==> src/rtl/mem_system.sv <==
// Accumulator datapath: 8-entry register bank, ALU and shifter, C/N/P/Z flags, IR, MAR, MDR and a RAM
// addressed by MAR. Driven one micro-op per clock by external control strobes.
`timescale 1ns/1ps
module mem_system #(
  parameter int    DATA_WIDTH = 8,
  parameter string INIT_FILE  = ""
) (
  input  logic                  clk,
  input  logic                  rst,
  input  logic                  ir_sclr,
  input  logic                  mar_sclr,
  input  logic                  enaf,
  input  logic [2:0]            selop,
  input  logic [1:0]            shamt,
  input  logic                  bank_wr_en,
  input  logic [2:0]            busB_addr,
  input  logic [2:0]            busC_addr,
  input  logic                  ir_en,
  input  logic                  mar_en,
  input  logic                  wr_rdn,
  input  logic                  mdr_alu_n,
  input  logic                  mdr_en,
  output logic [DATA_WIDTH-1:0] busC_m,
  output logic [DATA_WIDTH-1:0] bus_alu_m,
  output logic [DATA_WIDTH-1:0] PC_m,
  output logic [DATA_WIDTH-1:0] DPTR_m,
  output logic [DATA_WIDTH-1:0] A_m,
  output logic [DATA_WIDTH-1:0] TEMP_m,
  output logic [DATA_WIDTH-1:0] ACC_m,
  output logic [4:0]            instruction,
  output logic                  C,
  output logic                  N,
  output logic                  P,
  output logic                  Z
);
  localparam int DW    = DATA_WIDTH;
  localparam int DEPTH = 2 ** DW;

  logic [DW-1:0] bank [8];
  logic [DW-1:0] mem [DEPTH];
  logic [DW-1:0] mar, mdr, ir;
  logic [DW-1:0] bus_b, bus_c, acc, alu_res, shift_res, mem_rd;
  logic [DW:0]   wide;
  logic          alu_carry, shift_carry;

  assign acc    = bank[7];
  assign bus_b  = bank[busB_addr];
  assign mem_rd = mem[mar];

  // The carry comes out of a DW+1 bit sum; for subtraction the top bit is the borrow.
  always_comb begin
    wide      = '0;
    alu_res   = '0;
    alu_carry = 1'b0;
    case (selop)
      3'b000: alu_res = bus_b;
      3'b001: begin
        wide      = {1'b0, acc} + {1'b0, bus_b};
        alu_res   = wide[DW-1:0];
        alu_carry = wide[DW];
      end
      3'b010: begin
        wide      = {1'b0, acc} - {1'b0, bus_b};
        alu_res   = wide[DW-1:0];
        alu_carry = wide[DW];
      end
      3'b011: alu_res = acc & bus_b;
      3'b100: alu_res = acc | bus_b;
      3'b101: alu_res = acc ^ bus_b;
      3'b110: begin
        wide      = {1'b0, bus_b} + (DW+1)'(1);
        alu_res   = wide[DW-1:0];
        alu_carry = wide[DW];
      end
      default: alu_res = ~bus_b;
    endcase
  end

  // A shift replaces the ALU carry with the bit shifted out.
  always_comb begin
    shift_res   = alu_res;
    shift_carry = alu_carry;
    case (shamt)
      2'b01: begin
        shift_res   = {alu_res[DW-2:0], 1'b0};
        shift_carry = alu_res[DW-1];
      end
      2'b10: begin
        shift_res   = {1'b0, alu_res[DW-1:1]};
        shift_carry = alu_res[0];
      end
      2'b11: begin
        shift_res   = {alu_res[DW-1], alu_res[DW-1:1]};
        shift_carry = alu_res[0];
      end
      default: ;
    endcase
  end

  assign bus_c = mdr_alu_n ? mdr : shift_res;

  always_ff @(posedge clk or negedge rst) begin
    if (!rst) begin
      for (int i = 0; i < 8; i++) bank[i] <= '0;
    end else if (bank_wr_en) begin
      bank[busC_addr] <= bus_c;
    end
  end

  always_ff @(posedge clk or negedge rst) begin
    if (!rst) begin
      mar <= '0;
      mdr <= '0;
      ir  <= '0;
    end else begin
      if (mar_sclr)    mar <= '0;
      else if (mar_en) mar <= bus_c;
      if (mdr_en)      mdr <= wr_rdn ? shift_res : mem_rd;
      if (ir_sclr)     ir  <= '0;
      else if (ir_en)  ir  <= mdr;
    end
  end

  always_ff @(posedge clk or negedge rst) begin
    if (!rst) begin
      C <= 1'b0;
      N <= 1'b0;
      P <= 1'b0;
      Z <= 1'b0;
    end else if (enaf) begin
      C <= shift_carry;
      N <= shift_res[DW-1];
      P <= ^shift_res;
      Z <= (shift_res == '0);
    end
  end

  // RAM keeps its contents through reset; a write stores the MDR value held before the edge.
  always_ff @(posedge clk) begin
    if (wr_rdn) mem[mar] <= mdr;
  end

  initial for (int i = 0; i < DEPTH; i++) mem[i] = '0;

  assign busC_m      = bus_c;
  assign bus_alu_m   = shift_res;
  assign PC_m        = bank[0];
  assign DPTR_m      = bank[1];
  assign A_m         = bank[2];
  assign TEMP_m      = bank[3];
  assign ACC_m       = bank[7];
  assign instruction = ir[DW-1:DW-5];

endmodule

==> config.mk <==
export PLATFORM = sky130hd
export DESIGN_NAME = mem_system
export DESIGN_NICKNAME = d
export VERILOG_FILES = /design/src/rtl/mem_system.sv
export SDC_FILE = /design/constraint.sdc
export NUM_CORES = 2
export LEC_CHECK = 0
export CORE_ASPECT_RATIO = 0.9
export CORE_MARGIN = 10
export CORE_UTILIZATION = 65
export CTS_CLUSTER_SIZE = 16
export DETAILED_ROUTE_END_ITERATION = 10
export PLACE_DENSITY = 0.82
export REMOVE_ABC_BUFFERS = 1
export SKIP_LAST_GASP = 1
export SYNTH_ARGS = -nofsm -noshare
export SYNTH_HDL_FRONTEND = slang
export SYNTH_SLANG_ARGS = --single-unit
==> constraint.sdc <==
create_clock -name clk -period 8.05 [get_ports clk]
set_clock_uncertainty 0.05 [all_clocks]
set_input_delay 1.61 -clock clk [delete_from_list [all_inputs] [get_ports clk]]
set_output_delay 1.61 -clock clk [all_outputs]
set_load 0.03 [all_outputs]
==> flow_summary.yaml <==
critical_path:
  r2r_start: "mar[1]"
  worstPathRequired_ns: 6.39
  crit_start: "busB_addr[1]"
  cp_slowest_cell: "clkdlybuf4s50_1"
  worstSetupPathType: "in -> out"
  worst_path_largest_cell_delay_ns: 0.60
  path_common_cell: "clkdlybuf4s50_1"
  crit_path_end_kind: "output pin"
  crit_fanout: 4
  startpoint_type: "input pin"
  critPathArrivalTime_ns: 6.20
  path_cells: "clkdlybuf4s50_1, mux4_2, mux2_2, ha_1, fa_1, a211oi_1, nor2_1, a32oi_1, nand4_1, o31ai_4, a21oi_1, nor2b_2, inv_1, clkdlybuf4s50_1"
timing:
  final_hold_viol_count: 0
  setup_violations: 0
  rsz0062_at_grt: "no"
  tns_ns: 0
  worstMarginPinSlew_ns: 1.29
  max_freq_ghz: 0.127
  slew_violations: 0
  setup_slack_ns: 0.190
  relSlewSlack_pct: 13.9
  timing.final.crit_share_pct: 97.6
  period_needed_ns: 7.86
clock_network:
  ctsHoldBuffers: 0
  clock_path_buffers: 3
  cts_tree: "yes"
  clk_latency_ns: 0.86
  root_buffer: "clkbuf_16"
  path_clk_slew_ns: 0.06
  cts_max_level: 4
  cts_buffers: 196
  postCtsSetupBuffers: 0
  numClockSinks: 2137
placement:
  place_area_um2: 88000
  io_buffers: 86
  finalWeightedCongestion: 0.939
  pre_cts_ws_ns: 0.00822
  hpwl_mm: 124
yosys:
  synthesis.area_um2: 85800
  synth_edf_count: 2048
  yosysUniqueCellTypes: 88
  synthArstFlopShare_pct: 4.16
  postSynthCellCount: 4077
  yosysSeqAreaShare_pct: 74.3
  yosys_warnings: 0
  syn_area_per_cell_um2: 21.0
  ys_ff_latch: 2137
  synth_ff_type: "edfxtp_1"
grt:
  grt_use_total_pct: 31.3
  use_met2_pct: 48.9
  met1_usage_pct: 41.8
  grt_pass1_wl_mm: 331
  grt-busiest-layer: "met2"
  grt_max_degree: 241
  antenna_found_initial: 7
  grt_pass1_vias: 45000
  grt.met3_usage_pct: 8.72
  grt_overflow: 0
power:
  peakVddDrop_mv: 0.226
  leakage_nw: 29.0
  power_density_nw_per_um2: 290
detailed_routing:
  drc_errors: 0
  post_drt_wl_per_cell_um: 37.5
  routed_wl_mm: 227
  first_iter_violations: 6781
  vias: 44500
  vias_per_cell: 7.35
  ant_nets: 0
  drtPass1Iterations: 9
cells_and_area:
  synthToLayoutAreaGrowth_pct: 10.3
  drive_gt1_share_pct: 24.8
  fillers: 7029
  final_common_cell: "edfxtp_1"
  fin_area_um2: 94600
  fin_nets: 4219
  final_cell_mix: "2048 x edfxtp_1, 639 x mux4_2, 317 x nor2_1, 196 x clkbuf_16, 125 x nand2_1"
floorplan:
  io_pins: 87
  die_height_um: 365
  core-area_um2: 131000
  start_util_pct: 65.4
  die-area_um2: 147000
  num_rows: 126
  die_w_um: 403
hold_path:
  hold_path_class: "reg -> reg"
  worstHoldStart: "bank[26]"
job:
  maxCapViolCount: 0
status:
  status: "complete, no violations"
-- flip-flops by register name, summed over array words and instances (netlist names), 5 cells and up --
register	cells
mem	2048
bank	24
ACC_m	8
A_m	8
DPTR_m	8
PC_m	8
TEMP_m	8
mar	8
mdr	8
ir	5
-- path summary, 6_finish.rpt --
kind / to / cells past startpoint / slack, ns
max: bus_alu_m[7] / 14 / 0.19
min: bank[26] / 2 / 0.44
max reg2reg: mdr[2] / 9 / 2.96
min reg2reg: bank[26] / 2 / 0.44
max in group asynchronous: mar[3] / 2 / 6.12
min in group asynchronous: ir[7] / 1 / 0.71
-- worst max-delay path, delay by kind of cell --
family,cells,cell delay [ns]
compound gates,4,1.12
fa+ha+maj,2,0.73
buf+inv,3,1.23
mux,2,0.86
simple gates,3,0.65
-- cells in the mapped netlist (all sizes together) (5+ instances only) --
cell type / instances / area [µm²]
nor2: 318 / 1190
dlygate4sd3: 8 / 80.1
o32ai: 8 / 70.1
dfrtp: 89 / 2230
nor3: 18 / 113
nor2b: 17 / 109
and2: 11 / 68.8
a22oi: 23 / 173
buf: 178 / 1150
a211oi: 9 / 80.1
edfxtp: 2048 / 61500
o31ai: 7 / 71.3
mux4: 648 / 14600
nand4: 15 / 93.8
o211ai: 10 / 80.1
ha: 32 / 400
a32oi: 9 / 78.8
and3: 9 / 66.3
mux2i: 45 / 487
inv: 42 / 158
o22ai: 10 / 62.6
xnor2: 7 / 61.3
a21oi: 41 / 216
o21ai: 72 / 394
a311oi: 5 / 43.8
clkbuf: 97 / 364
nor4: 10 / 62.6
o221ai: 23 / 214
a31oi: 9 / 56.3
nand3: 46 / 230
nand2b: 14 / 87.6
a221oi: 6 / 52.6
nand2: 129 / 484
a22o: 5 / 43.8
-- cell families (layout without fill, tap and decap cells) --
family / after synthesis / count (layout) / synth area share [%]
buffers and inverters: 326 / 580 / 2.05
other: 0 / 4 / 0
xor gates and xnor gates: 8 / 8 / 0.0817
DFF: 2137 / 2137 / 74.3
and+or+nand+nor: 605 / 605 / 3.09
AOI/OAI and AO/OA: 270 / 270 / 2.27
muxes: 697 / 697 / 17.7
adders and majority gates: 34 / 34 / 0.514
-- metal layers --
metal,share of wire [%],routed length (µm),vias to the layer above
li1,-,-,17100
met1,34,77400,23000
met2,48,108000,3771
met3,13,29300,720
met4,5.3,12000,8
met5,0.019,43,-
-- repair_timing --
action | CTS | global route
endpoints found under the setup margin | 1 | 3
endpoints found under the hold margin | 0 | 0
resized for setup | 1 | 5
-- layout make-up --
cell class	instances	area, µm²	share of cell area [%]
well taps	1728	2160	2.29
clock inverters	129	1420	1.50
multi-input cells	1614	20300	21.5
clock buffers	237	5060	5.35
flip-flops and latches	2137	63800	67.4
inverters	43	161	0.171
diodes	4	10.0	0.0106
repair buffers	171	1660	1.75
-- power by group --
group | total (mW) | leakage, nW | internal [mW] | switching, mW
sequential | 13.7 | 19.5 | 13.2 | 0.509
combinational | 4.21 | 6.38 | 1.47 | 2.74
clock | 9.44 | 3.14 | 5.23 | 4.21
total | 27.4 | 29.0 | 19.9 | 7.46
-- through the flow --
stage               power (mW)  hold WS, ns  cells  util [%]
floorplan                 17.5        0.392   3794         -
global placement          17.8        0.412   5693      67.1
detailed placement        18.0        0.423   5693      67.1
CTS                       27.3        0.437   6059      72.1
global route              28.0        0.461   6059      72.1
finish                    27.4        0.438   6063      72.1
Power figures use the tool's default switching activity.
